### config.mk
export PLATFORM = sky130hd
export DESIGN_NAME = decode_stage
export DESIGN_NICKNAME = d
export VERILOG_FILES = /design/src/rtl/decode_stage.sv
export SDC_FILE = /design/constraint.sdc
export NUM_CORES = 2
export LEC_CHECK = 0
export CORE_UTILIZATION = 60
export CTS_CLUSTER_SIZE = 30
export DETAILED_ROUTE_END_ITERATION = 8
export GPL_TIMING_DRIVEN = 1
export PLACE_DENSITY_LB_ADDON = 0.3
export REMOVE_ABC_BUFFERS = 1
export SYNTH_ARGS = -nofsm -noshare
export SYNTH_HDL_FRONTEND = slang
export SYNTH_SLANG_ARGS = --single-unit
### constraint.sdc
create_clock -name clk -period 3.4 [get_ports clk]
set_input_delay 0.34 -clock clk [delete_from_list [all_inputs] [get_ports clk]]
set_output_delay 0.34 -clock clk [all_outputs]
set_load 0.005 [all_outputs]
### src/rtl/decode_stage.sv
// Decode stage: register file read with writeback bypass,
// busy scoreboard for RAW hazards, and a 1-deep output register.
module decode_stage #(
  parameter int XLEN     = 32,
  parameter int NREG     = 32,
  parameter int SEXT_OFF = 1,
  localparam int AW      = $clog2(NREG)
) (
  input  logic            clk,
  input  logic            rst_n,
  input  logic            in_valid,
  output logic            in_ready,
  input  logic [31:0]     instruction,
  input  logic            flush,
  input  logic            wb_en,
  input  logic [AW-1:0]   wb_addr,
  input  logic [XLEN-1:0] wb_data,
  output logic            out_valid,
  input  logic            out_ready,
  output logic [6:0]      opcode,
  output logic [AW-1:0]   dst,
  output logic [XLEN-1:0] src1,
  output logic [XLEN-1:0] src2,
  output logic [XLEN-1:0] offset,
  output logic [NREG-1:0] busy
);

  logic [XLEN-1:0] r_rf [NREG];
  logic [NREG-1:0] r_busy;
  logic            r_valid;
  logic [6:0]      r_op;
  logic [AW-1:0]   r_dst;
  logic [XLEN-1:0] r_s1;
  logic [XLEN-1:0] r_s2;
  logic [XLEN-1:0] r_off;

  logic [AW-1:0]   w_dst;
  logic [AW-1:0]   w_a1;
  logic [AW-1:0]   w_a2;
  logic            w_wb;
  logic            w_hz1;
  logic            w_hz2;
  logic            w_acc;
  logic [XLEN-1:0] w_op1;
  logic [XLEN-1:0] w_op2;
  logic [XLEN-1:0] w_off;
  logic [NREG-1:0] w_busy_nx;

  assign w_dst = instruction[20 +: AW];
  assign w_a1  = instruction[15 +: AW];
  assign w_a2  = instruction[10 +: AW];
  assign w_wb  = wb_en && (wb_addr != '0);

  // A same-cycle writeback resolves the pending write
  assign w_hz1 = r_busy[w_a1]
              && !(wb_en && wb_addr == w_a1);
  assign w_hz2 = r_busy[w_a2]
              && !(wb_en && wb_addr == w_a2);

  assign in_ready = (!r_valid || out_ready)
                 && !(w_hz1 || w_hz2)
                 && !flush;
  assign w_acc = in_valid && in_ready;

  always_comb begin
    w_op1 = r_rf[w_a1];
    if (w_a1 == '0)
      w_op1 = '0;
    else if (wb_en && wb_addr == w_a1)
      w_op1 = wb_data;
  end

  always_comb begin
    w_op2 = r_rf[w_a2];
    if (w_a2 == '0)
      w_op2 = '0;
    else if (wb_en && wb_addr == w_a2)
      w_op2 = wb_data;
  end

  assign w_off = (SEXT_OFF != 0)
    ? XLEN'($signed(instruction[9:0]))
    : XLEN'(instruction[9:0]);

  // Set after clear so a new issue wins over a retiring write
  always_comb begin
    w_busy_nx = r_busy;
    if (w_wb)
      w_busy_nx[wb_addr] = 1'b0;
    if (w_acc && w_dst != '0)
      w_busy_nx[w_dst] = 1'b1;
    if (flush)
      w_busy_nx = '0;
  end

  always_ff @(posedge clk or negedge rst_n) begin
    if (!rst_n) begin
      for (int i = 0; i < NREG; i++)
        r_rf[i] <= '0;
    end else if (w_wb) begin
      r_rf[wb_addr] <= wb_data;
    end
  end

  always_ff @(posedge clk or negedge rst_n) begin
    if (!rst_n)
      r_busy <= '0;
    else
      r_busy <= w_busy_nx;
  end

  always_ff @(posedge clk or negedge rst_n) begin
    if (!rst_n) begin
      r_valid <= 1'b0;
      r_op    <= '0;
      r_dst   <= '0;
      r_s1    <= '0;
      r_s2    <= '0;
      r_off   <= '0;
    end else if (flush) begin
      r_valid <= 1'b0;
    end else if (w_acc) begin
      r_valid <= 1'b1;
      r_op    <= instruction[31:25];
      r_dst   <= w_dst;
      r_s1    <= w_op1;
      r_s2    <= w_op2;
      r_off   <= w_off;
    end else if (out_ready) begin
      r_valid <= 1'b0;
    end
  end

  assign out_valid = r_valid;
  assign opcode    = r_op;
  assign dst       = r_dst;
  assign src1      = r_s1;
  assign src2      = r_s2;
  assign offset    = r_off;
  assign busy      = r_busy & ~NREG'(1);

endmodule

# Word-level counts from Yosys, hierarchy flattened
# Cells that the tools add are included.
# word_totals
reg_bits,1143
mem_bits_ro,0
mem_count,0
latch_bits,0
elab_cells,110
ram_bits,0
# op_classes
n_reduce_logical,25
n_shift,0
mul,0
n_eq_ne,2
add_sub_neg,0
n_div,0
bitwise,7
order_cmp,10
muxes,27
# op_table
op,n
$bwmux 1024,1
$mux 32,12
$bmux 32 s5,2
$demux 32 s5,1
$and 32x32->32,1
$not 32->32,1
$or 32x32->32,1
$lt 5x6->1 const B,4
$ge 6x6->1 const B,3
$not 5->6,3
$logic_and 1x1->1,12
$bmux 1 s5,2
$demux 1 s5,2
$eq 5x5->1,2
$ge 5x1->1 const B,2
$logic_not 5->1,2
$reduce_bool 5->1,2
$mux 1,7
$lt 6x1->1 const B,1
$logic_not 1->1,5
$reduce_bool 3->1,1
$logic_or 1x1->1,2
$reduce_and 2->1,1
$not 1->1,1

# Longest topological paths before layout
# logic_depth
word_depth,12
depth_mapped,11

# Worst setup path before layout
# No wires, ideal clock.
# synth_path
kind,input -> register
startpoint,input port instruction[10]
endpoint,register r_s2[21] (netlist: src2[21])
setup_slack_ns,0.540
required_ns,3.272
setup_time_ns,0.128
path_stages,7
arrival_ns,2.733
path_cell_list,buf_4 buf_6 buf_1 mux4_2 mux4_2 a221o_1 mux2_1
# synth_between
elab_chain_len,10
word_cells_on_any_way,19
cone_classes,eq/ne (1); mux (7); bitwise (1); reduce/logical (10)
# synth_rtl
element,line,text
"start, declared",13,"input logic [31:0] instruction,"
"parallel branches: the longest is 10 deep, another holds $bmux 1 s5",n/a,
"end signal, assigned",127,r_s2 <= w_op2;
"end, declared",34,logic [XLEN-1:0] r_s2;
# Parallel ways; which one is timed is not known. The select of a mux whose other input is x is not followed.
# A chain may end at the register's enable or synchronous reset.

# Final worst setup path
# layout_path
startpoint,register r_busy[1]
endpoint,output port in_ready
# layout_between
elab_chain_len,7
word_cells_on_any_way,10
cone_classes,mux (4); reduce/logical (6)
# layout_rtl
element,line,text
"start, declared",29,logic [NREG-1:0] r_busy;
"start signal, assigned",109,r_busy <= w_busy_nx;
$bmux 1 s5 (on tied branches),"55, 57",
$mux 1 (on tied branches),"55, 57",
$logic_and 1x1->1 (on tied branches),"56, 58",
$logic_or 1x1->1 *,61,&& !(w_hz1 || w_hz2)
$logic_not 1->1 *,61,
$logic_and 1x1->1 *,61,
$logic_and 1x1->1 *,62,&& !flush;
"end, declared",12,"output logic in_ready,"
# Mark *: on every way between the ends. The rest lies on a longest branch, timed or not. The select of a mux whose other input is x is not followed.

==> flow_summary.ini <==
[sta]
period_share = 0.994
clock_skew_ns = 0.0173
totalNegativeSetupSlack_ns = 0
slew-limit-headroom = 0.0988
hold_ws_ns = 0.223
report.final.slew_viol_count = 0
worst_slew_pin_slew_ns = 1.35
min_period_ns = 3.38
setup_viol = 0
max_freq_ghz = 0.296
finalHoldViolCount = 0

[cells_and_area]
antenna_cells = 0
final_net_count = 3933
layoutNonFillerInstCount = 5249
layout-drive-gt1-share = 0.540
fin_area_um2 = 68800
area.growth.synth_to_final_pct = 14.2
seqCellArea_um2 = 28600
multi_input_area_um2 = 29600
fillers = 6395

[synth]
ys.flop_type = dfrtp_1
syn_area_um2 = 60200
yosysWarnings = 0
synth_top_area_cell = dfrtp_1
ys_seq_area_frac = 0.475
ys_ff_latch = 1143
synth_area_leaders = dfrtp_1, mux4_2, mux2_2
async_flop_share = 1.00
synth_cells = 3786
avgSynthCellArea_um2 = 15.9
synth_edf_count = 0
yosysTopAreaCellShare = 0.475
yosysUniqueCellTypes = 52
synth.most_common_cell = dfrtp_1
synthTopCellsByCount = dfrtp_1, mux2_2, mux4_2

[cts]
cts_buffers = 117
cts_sinks = 1143
clk_path_buf_depth = 3
clk_pin_slew_worst_paths_ns = 0.06
cts_tree = yes
root_buffer = clkbuf_16
htree_levels = 3
clk_latency_ns = 0.71

[worst_setup_path]
worstSetupStartpointType = flop
worstSetupPathType = flop to primary output
worst-path-buf-inv = 1
cp.arrival_ns = 3.04
critPathCaptureType = primary output
path_cells = mux4_2 -> nor2b_1 -> a2111oi_1 -> or4_4 -> o211a_1 -> clkdlybuf4s50_1
slowest_delay_ns = 0.50
crit_path_max_fanout = 4
cp.required_ns = 3.06
crit_family = compound AO/OA/AOI/OAI gates
slowest_stage = clkdlybuf4s50_1

[min_path]
hold_class = input port to flop

[pwr]
irDropWorstVdd_uv = 437
power_density_nw_per_um2 = 599
power.total_uw = 41200
power_leakage_uw = 0.0295

[route]
wire_per_inst_um = 32.9
num_vias = 38000
first_iter_violations = 4494
ant_nets = 0
drt-total-wl_um = 173000
vias_per_cell = 7.23
firstDrtPassIters = 5
drc_errors = 0

[global_route]
antenna_found_initial = 4
grt_pass1_vias = 39400
track_usage = 0.348
grt_first_pass_wirelength_um = 261000
grt_max_degree = 105
grt_overflow = 0

[place]
dp.cells = 5024
hpwlAfterDp_um = 101000
dpl_cell_area_um2 = 64500
gp_congestion = 0.858
io_buffers = 215

[floorplan]
core_um2 = 98900
start_util = 0.609
die_w_um = 319
pin_count = 217
num_rows = 115
die_h_um = 319
die_area_um2 = 102000

[run_status]
outcome = complete, no violations

[run]
cap_violations = 0
==> metrics by stage <==
stage	setup WS, ns	util
after CTS	0.0180	0.696
after floorplan	-2.95	-
after global routing	-0.00876	0.696
after global placement	0.239	0.653
final	0.0199	0.696
after detailed placement	0.159	0.653
==> path summary, 6_finish.rpt <==
path | cells after the start | end | from | slack, ns
setup / recovery | 6 | in_ready | r_busy[1] | 0.02
hold / removal | 4 | src1[12] | instruction[19] | 0.22
setup reg to reg | 9 | r_busy[19] | r_busy[1] | 0.62
hold reg to reg | 0 | r_rf[993] | r_rf[993] | 0.39
max in group asynchronous | 3 | r_busy[29] | rst_n | 2.03
min in group asynchronous | 2 | r_rf[1016] | rst_n | 0.28
==> sequential cells by signal (all words and copies together), names as in the netlist <==
signal / flops
dst: 5
offset: 10
opcode: 7
out_valid: 1
r_busy: 32
r_rf: 1024
src1: 32
src2: 32
==> final cells by class <==
class / count / share of cell area
Tap cell: 1287 / 0.0234
Timing Repair Buffer: 431 / 0.0680
Multi-Input combinational cell: 2155 / 0.431
Sequential cell: 1143 / 0.416
Clock buffer: 167 / 0.0507
Inverter: 10 / 0.000618
Clock inverter: 56 / 0.0105
==> placed cells by master (no fill, tap or decap), types with 6 or more instances in the layout <==
cell             instances
nand2_1                  8
a21oi_1                 15
clkbuf_16              120
nor2_1                  11
mux2_1                  39
or3b_2                   7
nor2b_1                 65
clkbuf_8                31
bufinv_16               16
inv_1                    9
mux2i_1                 76
a221o_1                 57
xnor2_1                 10
a211oi_1                41
o31ai_1                 12
buf_4                  147
and2_1                  15
o21ai_0                  9
buf_12                  70
mux4_2                 608
nand2b_1                 6
dfrtp_1               1143
mux2_2                1046
nor3_1                   8
o32ai_1                 12
nand3b_1                25
nor2_4                  19
clkdlybuf4s50_1        206
clkbuf_1                16
clkinv_2                30
nand2_4                 11
==> per-layer routing <==
| layer | GRT usage | vias up | wire length, µm |
|---|---|---|---|
| li1 | - | 14800 | - |
| met1 | 0.498 | 20600 | 69200 |
| met2 | 0.527 | 2090 | 79900 |
| met3 | 0.0794 | 428 | 16900 |
| met4 | 0.128 | 6 | 6670 |
| met5 | 0 | - | 30 |
==> repair_timing <==
| item | 4_1_cts | 5_1_grt |
|---|---|---|
| gates resized for setup | 3 | 2 |
| buffers inserted | 0 | 1 |
| hold endpoints to repair | 46 | 0 |
| pin swaps | 0 | 2 |
| gates cloned | 0 | 0 |
| endpoints found under the setup margin | 1 | 1 |
| hold buffers | 1 | 0 |
==> where the power goes <==
group	total, µW	switching, µW	internal, µW	leakage (µW)
Sequential	18400	2080	16300	0.0147
Combinational	8870	3070	5800	0.0127
Clock	13900	5610	8340	0.00209
Total	41200	10800	30500	0.0295
==> kinds of logic after synthesis <==
logic type | count (synthesis) | share of synthesized area
AOI/OAI and AO/OA | 173 | 0.0235
xor gates and xnor gates | 10 | 0.00145
buffers and inverters | 488 | 0.0376
DFF | 1143 | 0.475
muxes | 1769 | 0.443
other | 1 | 0.0000623
and+or+nand+nor | 202 | 0.0197
==> worst min-delay path, cell delays in order <==
cell and delay [ns]:
buf_6 0.14, a21oi_1 0.15, a221o_1 0.15, mux2_1 0.12
No activity file was read; power rests on OpenSTA's default activity.
